## src/rtl/godai_trace_pkg.sv

```systemverilog
`default_nettype none
// +----------------------------------------------------------------------+
// | godai_trace_pkg : shared event indices, record layout and defaults    |
// | Revision 1.0                                                          |
// +----------------------------------------------------------------------+
package godai_trace_pkg;

  localparam int EV_WIDTH         = 9;
  localparam int EV_IF_BUSY       = 0;
  localparam int EV_IF_READY      = 1;
  localparam int EV_ID_READY      = 2;
  localparam int EV_IS_DECODING   = 3;
  localparam int EV_JUMP_DONE     = 4;
  localparam int EV_DATA_REQ_ID   = 5;
  localparam int EV_EX_READY      = 6;
  localparam int EV_WB_READY      = 7;
  localparam int EV_ILLEGAL_INSTR = 8;

  // Record layout: {overflow, timestamp, event vector}
  localparam int REC_EV_LSB = 0;
  localparam int REC_TS_LSB = EV_WIDTH;

  localparam int TS_WIDTH_DEF   = 22;
  localparam int FIFO_DEPTH_DEF = 16;
  localparam int DROP_WIDTH     = 16;

  typedef logic [EV_WIDTH-1:0] ev_vec_t;

  function automatic logic [DROP_WIDTH-1:0] sat_inc16(input logic [DROP_WIDTH-1:0] v);
    return (v == {DROP_WIDTH{1'b1}}) ? v : v + 16'd1;
  endfunction

endpackage
`default_nettype wire

```

## src/rtl/godai_trace_fifo.sv

```systemverilog
`default_nettype none
// +----------------------------------------------------------------------+
// | godai_trace_fifo : synchronous first-word-fall-through record FIFO    |
// | Revision 1.0                                                          |
// +----------------------------------------------------------------------+
module godai_trace_fifo #(
  parameter int WIDTH = 32,
  parameter int DEPTH = 16
) (
  input  logic                     clk,
  input  logic                     rst_n,
  input  logic                     clear_i,
  input  logic                     push_i,
  input  logic                     pop_i,
  input  logic [WIDTH-1:0]         wdata_i,
  output logic [WIDTH-1:0]         rdata_o,
  output logic                     valid_o,
  output logic                     full_o,
  output logic [$clog2(DEPTH):0]   level_o
);

  localparam int AW = $clog2(DEPTH);
  localparam int LW = AW + 1;
  localparam logic [LW-1:0] FULL_LVL = LW'(DEPTH);

  logic [WIDTH-1:0] mem_q [DEPTH];
  logic [AW-1:0]    wr_ptr_q;
  logic [AW-1:0]    rd_ptr_q;
  logic [LW-1:0]    level_q;
  logic             pop_ok;
  logic             push_ok;

  assign valid_o = (level_q != '0);
  assign full_o  = (level_q == FULL_LVL);
  assign pop_ok  = pop_i && valid_o;
  // A full FIFO still accepts a write when the head leaves on the same edge.
  assign push_ok = push_i && (!full_o || pop_ok);

  always_ff @(posedge clk) begin
    if (!rst_n || clear_i) begin
      wr_ptr_q <= '0;
      rd_ptr_q <= '0;
      level_q  <= '0;
    end else begin
      if (push_ok) wr_ptr_q <= wr_ptr_q + AW'(1);
      if (pop_ok)  rd_ptr_q <= rd_ptr_q + AW'(1);
      level_q <= level_q + LW'(push_ok) - LW'(pop_ok);
    end
  end

  always_ff @(posedge clk) begin
    if (rst_n && !clear_i && push_ok) mem_q[wr_ptr_q] <= wdata_i;
  end

  assign rdata_o = valid_o ? mem_q[rd_ptr_q] : '0;
  assign level_o = level_q;

endmodule
`default_nettype wire

```

## src/rtl/godai_trace_recorder.sv

```systemverilog
`default_nettype none
// +----------------------------------------------------------------------+
// | godai_trace_recorder : timestamped pipeline-event trace buffer        |
// | Option macro GODAI_TRACE_COMPRESS_EN : record only changed vectors    |
// | Revision 1.0                                                          |
// +----------------------------------------------------------------------+
module godai_trace_recorder
  import godai_trace_pkg::*;
#(
  parameter int FIFO_DEPTH = FIFO_DEPTH_DEF,
  parameter int TS_WIDTH   = TS_WIDTH_DEF
) (
  input  logic                          clk,
  input  logic                          rst_n,
  input  logic                          enable_i,
  input  logic                          clear_i,
  input  logic                          if_busy_i,
  input  logic                          if_ready_i,
  input  logic                          id_ready_i,
  input  logic                          is_decoding_i,
  input  logic                          jump_done_i,
  input  logic                          data_req_id_i,
  input  logic                          ex_ready_i,
  input  logic                          wb_ready_i,
  input  logic                          illegal_instr_i,
  output logic                          trace_valid_o,
  input  logic                          trace_ready_i,
  output logic [TS_WIDTH+9:0]           trace_data_o,
  output logic [$clog2(FIFO_DEPTH):0]   fifo_level_o,
  output logic [DROP_WIDTH-1:0]         drop_count_o
);

  localparam int RW = TS_WIDTH + 10;

  ev_vec_t               ev_d;
  logic [TS_WIDTH-1:0]   ts_q;
  logic                  s1_vld_q;
  ev_vec_t               s1_ev_q;
  logic [TS_WIDTH-1:0]   s1_ts_q;
  logic                  ovf_q;
  logic [DROP_WIDTH-1:0] drop_q;
  logic                  capture;
  logic                  fifo_valid;
  logic                  fifo_full;
  logic                  pop;
  logic                  push;
  logic                  drop;
  logic [RW-1:0]         rec_d;

  always_comb begin
    ev_d                   = '0;
    ev_d[EV_IF_BUSY]       = if_busy_i;
    ev_d[EV_IF_READY]      = if_ready_i;
    ev_d[EV_ID_READY]      = id_ready_i;
    ev_d[EV_IS_DECODING]   = is_decoding_i;
    ev_d[EV_JUMP_DONE]     = jump_done_i;
    ev_d[EV_DATA_REQ_ID]   = data_req_id_i;
    ev_d[EV_EX_READY]      = ex_ready_i;
    ev_d[EV_WB_READY]      = wb_ready_i;
    ev_d[EV_ILLEGAL_INSTR] = illegal_instr_i;
  end

`ifdef GODAI_TRACE_COMPRESS_EN
  logic    last_vld_q;
  ev_vec_t last_ev_q;

  // last_vld_q drops whenever enable is low, so a rising enable forces a capture.
  assign capture = enable_i && (!last_vld_q || (ev_d != last_ev_q));

  always_ff @(posedge clk) begin
    if (!rst_n || clear_i) begin
      last_vld_q <= 1'b0;
      last_ev_q  <= '0;
    end else if (!enable_i) begin
      last_vld_q <= 1'b0;
    end else if (capture) begin
      last_vld_q <= 1'b1;
      last_ev_q  <= ev_d;
    end
  end
`else
  assign capture = enable_i;
`endif

  always_ff @(posedge clk) begin
    if (!rst_n || clear_i) begin
      ts_q     <= '0;
      s1_vld_q <= 1'b0;
      s1_ev_q  <= '0;
      s1_ts_q  <= '0;
    end else begin
      ts_q     <= ts_q + TS_WIDTH'(1);
      s1_vld_q <= capture;
      s1_ev_q  <= ev_d;
      s1_ts_q  <= ts_q;
    end
  end

  assign pop  = fifo_valid && trace_ready_i;
  assign push = s1_vld_q && (!fifo_full || pop);
  assign drop = s1_vld_q && fifo_full && !pop;

  always_comb begin
    rec_d                              = '0;
    rec_d[REC_EV_LSB +: EV_WIDTH]      = s1_ev_q;
    rec_d[REC_TS_LSB +: TS_WIDTH]      = s1_ts_q;
    rec_d[RW-1]                        = ovf_q;
  end

  always_ff @(posedge clk) begin
    if (!rst_n || clear_i) begin
      ovf_q  <= 1'b0;
      drop_q <= '0;
    end else if (drop) begin
      ovf_q  <= 1'b1;
      drop_q <= sat_inc16(drop_q);
    end else if (push) begin
      ovf_q  <= 1'b0;
    end
  end

  godai_trace_fifo #(
    .WIDTH (RW),
    .DEPTH (FIFO_DEPTH)
  ) u_fifo (
    .clk     (clk),
    .rst_n   (rst_n),
    .clear_i (clear_i),
    .push_i  (push),
    .pop_i   (pop),
    .wdata_i (rec_d),
    .rdata_o (trace_data_o),
    .valid_o (fifo_valid),
    .full_o  (fifo_full),
    .level_o (fifo_level_o)
  );

  assign trace_valid_o = fifo_valid;
  assign drop_count_o  = drop_q;

endmodule
`default_nettype wire
```

## config.mk

```make
export PLATFORM = sky130hd
export DESIGN_NAME = godai_trace_recorder
export DESIGN_NICKNAME = d
export VERILOG_FILES = /design/src/rtl/godai_trace_pkg.sv /design/src/rtl/godai_trace_fifo.sv /design/src/rtl/godai_trace_recorder.sv
export SDC_FILE = /design/constraint.sdc
export NUM_CORES = 1
export LEC_CHECK = 0
export CAP_MARGIN = 5
export CORE_ASPECT_RATIO = 0.5
export CORE_MARGIN = 5
export CORE_UTILIZATION = 35
export CTS_CLUSTER_SIZE = 30
export DETAILED_ROUTE_END_ITERATION = 6
export SLEW_MARGIN = 20
export SYNTH_ARGS = -nofsm -noshare
export SYNTH_HDL_FRONTEND = slang
export SYNTH_SLANG_ARGS = --single-unit
```

## constraint.sdc

```tcl
create_clock -name clk -period 4.85 [get_ports clk]
set_input_delay 0.97 -clock clk [delete_from_list [all_inputs] [get_ports clk]]
set_output_delay 0.97 -clock clk [all_outputs]
set_load 0.005 [all_outputs]
```

### After elaboration in Yosys (flattened, before gate mapping)

Memories as Yosys holds them, arrays and structs flattened. A register that Yosys moved wholly into a read port is not among the register bits.
Cells that the tools add are included.

| storage, ports and cells | value |
|---|---|
| output and inout port bits | 54 |
| bits in registers | 84 |
| word-level logic and storage cells | 44 |
| input bits | 14 |
| bits in writable memories | 512 |
| memories kept | 1 |

| cells by class | value |
|---|---|
| equality and inequality tests | 2 |
| muxes and demuxes | 7 |
| bitwise gates (word level) | 1 |
| reduce and logical (&&, ||, !) cells | 18 |
| add/subtract/negate cells | 6 |

Memory list:

| memory | words | bits a word | read ports | clocked after Yosys merged registers in | write ports | line | text |
|---|---|---|---|---|---|---|---|
| u_fifo.mem_q | 16 | 32 | 1 | 1 | 1 | godai_trace_fifo.sv:26 | `logic [WIDTH-1:0] mem_q [DEPTH];` |

Operator list:

| cell | count |
|---|---|
| two-way mux 32 bit | 1 |
| adder 22 x 1 -> 22 bit, second input constant | 1 |
| adder 16 x 1 -> 16 bit, second input constant | 1 |
| == test 16 bit, second input constant | 1 |
| adder 4 x 1 -> 4 bit, second input constant | 2 |
| logical AND 1 bit | 8 |
| two-way mux 4 bit | 2 |
| adder 5 x 1 -> 5 bit | 1 |
| == test 5 bit, second input constant | 1 |
| nonzero test 5 bit | 1 |
| subtractor 5 x 1 -> 5 bit | 1 |
| zero test 1 bit | 4 |
| two-way mux 1 bit | 4 |
| logical OR 1 bit | 3 |
| AND reduction 2 bit | 1 |
| nonzero test 2 bit | 1 |
| NOT 1 bit | 1 |

### Logic depth before layout (Yosys ltp)

| depth | value |
|---|---|
| word-level depth | 8 |
| depth in mapped cells | 15 |
| depth with buffers taken out | 14 |

### Hierarchy

Synthesis repeated with hierarchy kept, for this count alone.

| unflattened totals | value |
|---|---|
| cell total of the unflattened synthesis | 1,288 |
| area, all modules | 23,088.4 µm² |

By module, submodules not included:

| module | area an instance (µm²) | cells each | seq. area each (µm²) | instances |
|---|---|---|---|---|
| godai_trace_fifo | 20,343.3 | 1,007 | 15,715.1 | 1 |
| godai_trace_recorder | 2,745.1 | 281 | 1,421.4 | 1 |

### Worst setup path after synthesis

OpenSTA, ideal clock, no wires.

| timing | value |
|---|---|
| path kind | input to register |
| from | in rst_n |
| to | mem u_fifo.mem_q[1][0] (enable) |
| buffers on the path | 2 |
| setup slack | 0.433 ns |
| data arrival time | 3.956 ns |
| data required time | 4.389 ns |
| setup time | 0.461 ns |
| stages | 5 |
| cells stage by stage | nor2b_1 > clkbuf_1 > clkbuf_1 > nand3_1 > nor3_1 |

| on the way | value |
|---|---|
| cells in the longest elaborated chain, start to end | 4 |

RTL lines:

| item | line | text |
|---|---|---|
| start, declared | godai_trace_recorder.sv:14 | `input logic rst_n,` |
| logical AND 1 bit (2 in series) | godai_trace_fifo.sv:52 | `if (rst_n && !clear_i && push_ok) mem_q[wr_ptr_q] <= wdata_i;` |
| two-way mux 1 bit | godai_trace_fifo.sv:52 |  |
| two-way mux 1 bit (not written as such) | godai_trace_fifo.sv:52 |  |
| end, declared | godai_trace_fifo.sv:26 |  |

Every way passes these cells.

### Final worst setup path

| timing | value |
|---|---|
| from | reg u_fifo.level_q[2] (netlist: u_fifo.level_o[2]) |
| to | out trace_data_o[11] |

| on the way | value |
|---|---|
| cells in the longest elaborated chain, start to end | 2 |

RTL lines:

| item | line | text |
|---|---|---|
| start, declared | godai_trace_fifo.sv:29 | `logic [LW-1:0] level_q;` |
| start signal, assigned | godai_trace_fifo.sv:47 | `level_q <= level_q + LW'(push_ok) - LW'(pop_ok);` |
| nonzero test 5 bit | godai_trace_fifo.sv:33 | `assign valid_o = (level_q != '0);` |
| two-way mux 32 bit | godai_trace_fifo.sv:55 | `assign rdata_o = valid_o ? mem_q[rd_ptr_q] : '0;` |
| end, declared | godai_trace_recorder.sv:28 | `output logic [TS_WIDTH+9:0] trace_data_o,` |

Every way passes these cells.

==> flow_summary.toml <==
[critical_path]
required_ps = 3880
reg2reg_from = "u_fifo.level_o[2]"
arrival_ps = 3300
worstSetupEndpointType = "output pin"
reg2reg_to = "u_fifo.level_o[4]"
crit_start = "u_fifo.level_o[2]"
ff2ff_setup_slack_ps = 1560
r2r_cells = 14
slowest_delay_ps = 700
path_max_fanout = 32
crit_type = "reg -> out"
path_cells = "inv_1 > ha_1 > or4b_2 > nand2b_1 > buf_4 > o22ai_1 > clkdlybuf4s50_1"
crit_end = "trace_data_o[11]"
critPathLaunchType = "flip-flop"
critPathSlowestCell = "or4b_2"

[die]
core_area_sq_um = 64910
die_h_um = 191.0
dieArea_sq_um = 71080
pin_count = 68
start_util_pct = 35.35
rows = 66
fp.dieW_um = 372.1

[clock_network]
root_buffer = "clkbuf_16"
cts_tree = "built"
cts_made_buffers = 55
cts.sinks = 600
cts_buffer_depth = 3
post_cts_buffers = 0
cts_max_level = 2
ctsResizeCount = 0
clk_pin_slew_ps = 70
insertion_delay_ps = 590
cts_hold_buffers = 0

[power]
p_total_uw = 11190
power.density_nw_per_um2 = 419.7
ir_drop_uv = 292.7
p_leak_uw = 0.008208

[timing]
maxSlewHeadroom_pct = 43.11
rsz0062_at_grt = "no"
min_period_ps = 4274
tightest_slew_ps = 851.3
clock_skew_ps = 30.28
min_period_over_period_pct = 88.12
slew_violations = 0
setup_viol = 0
max_freq_mhz = 234.0
hold_viol_final = 0
tns_ps = 0

[finish]
fin_util_pct = 41.07
final_layout_size_suffix_gt1_share_pct = 19.94
layout_common_cells = "edfxtp_1 (512), mux4_2 (128), dfxtp_1 (85)"
final_common_cell = "edfxtp_1"
area_delta_synth_final_pct = 16.19
multiInputGateArea_sq_um = 5618
design_area_sq_um = 26660
seq_area_sq_um = 17150
nNetsFinal = 1301
layoutNonFillerInstCount = 2203
fillers = 5699
num_antenna_cells = 0

[route]
wl_per_cell_um = 21.67
ant_nets = 0
vias = 11359
drc = 0
via_per_inst = 5.156
routed_wl_um = 47750
drt_iter0_drc = 985
dr.pass1.iters = 5

[grt]
track_usage_pct = 13.53
grt_max_degree = 55
antenna_found_initial = 0
grt_pass1_vias = 12142
grt_pass1_wl_um = 73790
grt_remaining_overflow = 0

[hold_path]
hp-class = "reg -> reg"
hold_depth = 1

[yosys]
synthArstFlopShare_pct = 0
seq_area_frac_synth_pct = 74.69
synth_edf_count = 512
synth_area_sq_um = 22940
ys_warn_count = 0
synth_top_flop_cell = "edfxtp_1"
avgSynthCellArea_sq_um = 19.43
synth.distinct_cells = 43
synth_nets = 1209
synthCells = 1181
synth_seq_cells = 600

[place]
gp_congestion = 0.7520
place_area_sq_um = 24900
dp.final_hpwl_um = 26450
portBuffers = 67
dp_cells = 2100

[status]
status = "finished clean"

[run]
maxCapViolCount = 0
[cells in the mapped netlist (all sizes together), types with 13 or more instances]
cell type    n  area [sq um]
a21oi       19         95.09
and2        31         193.9
buf         27         130.1
clkbuf      34         127.6
dfxtp       88          1762
edfxtp     512         15370
ha          13         162.7
inv         17         63.81
mux2i       67         670.6
mux4       128          2883
nand2       21         78.83
nand3       19         95.09
nor2        43         161.4
o22ai       32         200.2
[registers in the layout (all words and copies together) (netlist names), named ones only]
signal	cells
u_fifo.mem_q	512
s1_ts_q	22
ts_q	22
drop_count_o	16
s1_ev_q	9
u_fifo.level_o	5
u_fifo.rd_ptr_q	4
u_fifo.wr_ptr_q	4
ovf_q	1
s1_vld_q	1
[critical path, delay by kind of cell, from the launching register on]
family,cells,cell delay (ps)
compound gates,1,270
fa+ha+maj,1,180
buf+inv,3,1060
flops,1,330
simple gates,2,820
[per-layer routing]
layer	GRT usage (%)	part of all wire, %	vias to the layer above
li1	-	-	4986
met1	19.00	45	6013
met2	22.17	48	287
met3	2.320	5.0	73
met4	3.216	1.9	0
met5	0	0	-
[stage by stage]
stage	hold WS (ps)	worst slack (ps)
finish	477.7	576.4
global placement	458.9	1127
global route	497.7	451.3
CTS	478.5	526.9
floorplan	436.0	433.0
detailed placement	465.7	1094
[power breakdown]
part | leakage [uW] | switching [uW] | total [uW] | internal (uW)
registers | 0.00555 | 50.4 | 5610 | 5560
logic | 0.00179 | 686 | 1410 | 722
clock network | 0.000860 | 1850 | 4170 | 2320
total | 0.00821 | 2580 | 11200 | 8610
[final cells by class]
cell class / count / share of cell area, %
Timing Repair Buffer: 96 / 3.661
Clock inverter: 30 / 0.9763
Multi-Input combinational cell: 503 / 21.08
Sequential cell: 600 / 64.33
Clock buffer: 73 / 5.567
Tap cell: 884 / 4.149
Inverter: 17 / 0.2394
[cells by family after synthesis]
logic type,after synthesis,synth area share (%)
fa+ha+maj,14,0.7963
compound gates,85,2.345
flops,600,74.69
xor+xnor,20,0.7635
buf+inv,78,1.402
simple gates,189,4.510
mux,195,15.49
[how the worst min path moves through the flow]
| stage | start | endpoint | slack [ps] |
|---|---|---|---|
| 4_1_cts | ts_q[13] | s1_ts_q[13] | 480 |
| 5_1_grt | ts_q[13] | s1_ts_q[13] | 500 |
| 3_3_place_gp | ts_q[13] | s1_ts_q[13] | 460 |
| 2_1_floorplan | ts_q[13] | s1_ts_q[13] | 440 |
| 6_report | ts_q[0] | ts_q[0] | 480 |
| 3_5_place_dp | ts_q[0] | ts_q[0] | 470 |
No activity file was read; power rests on OpenSTA's default activity.
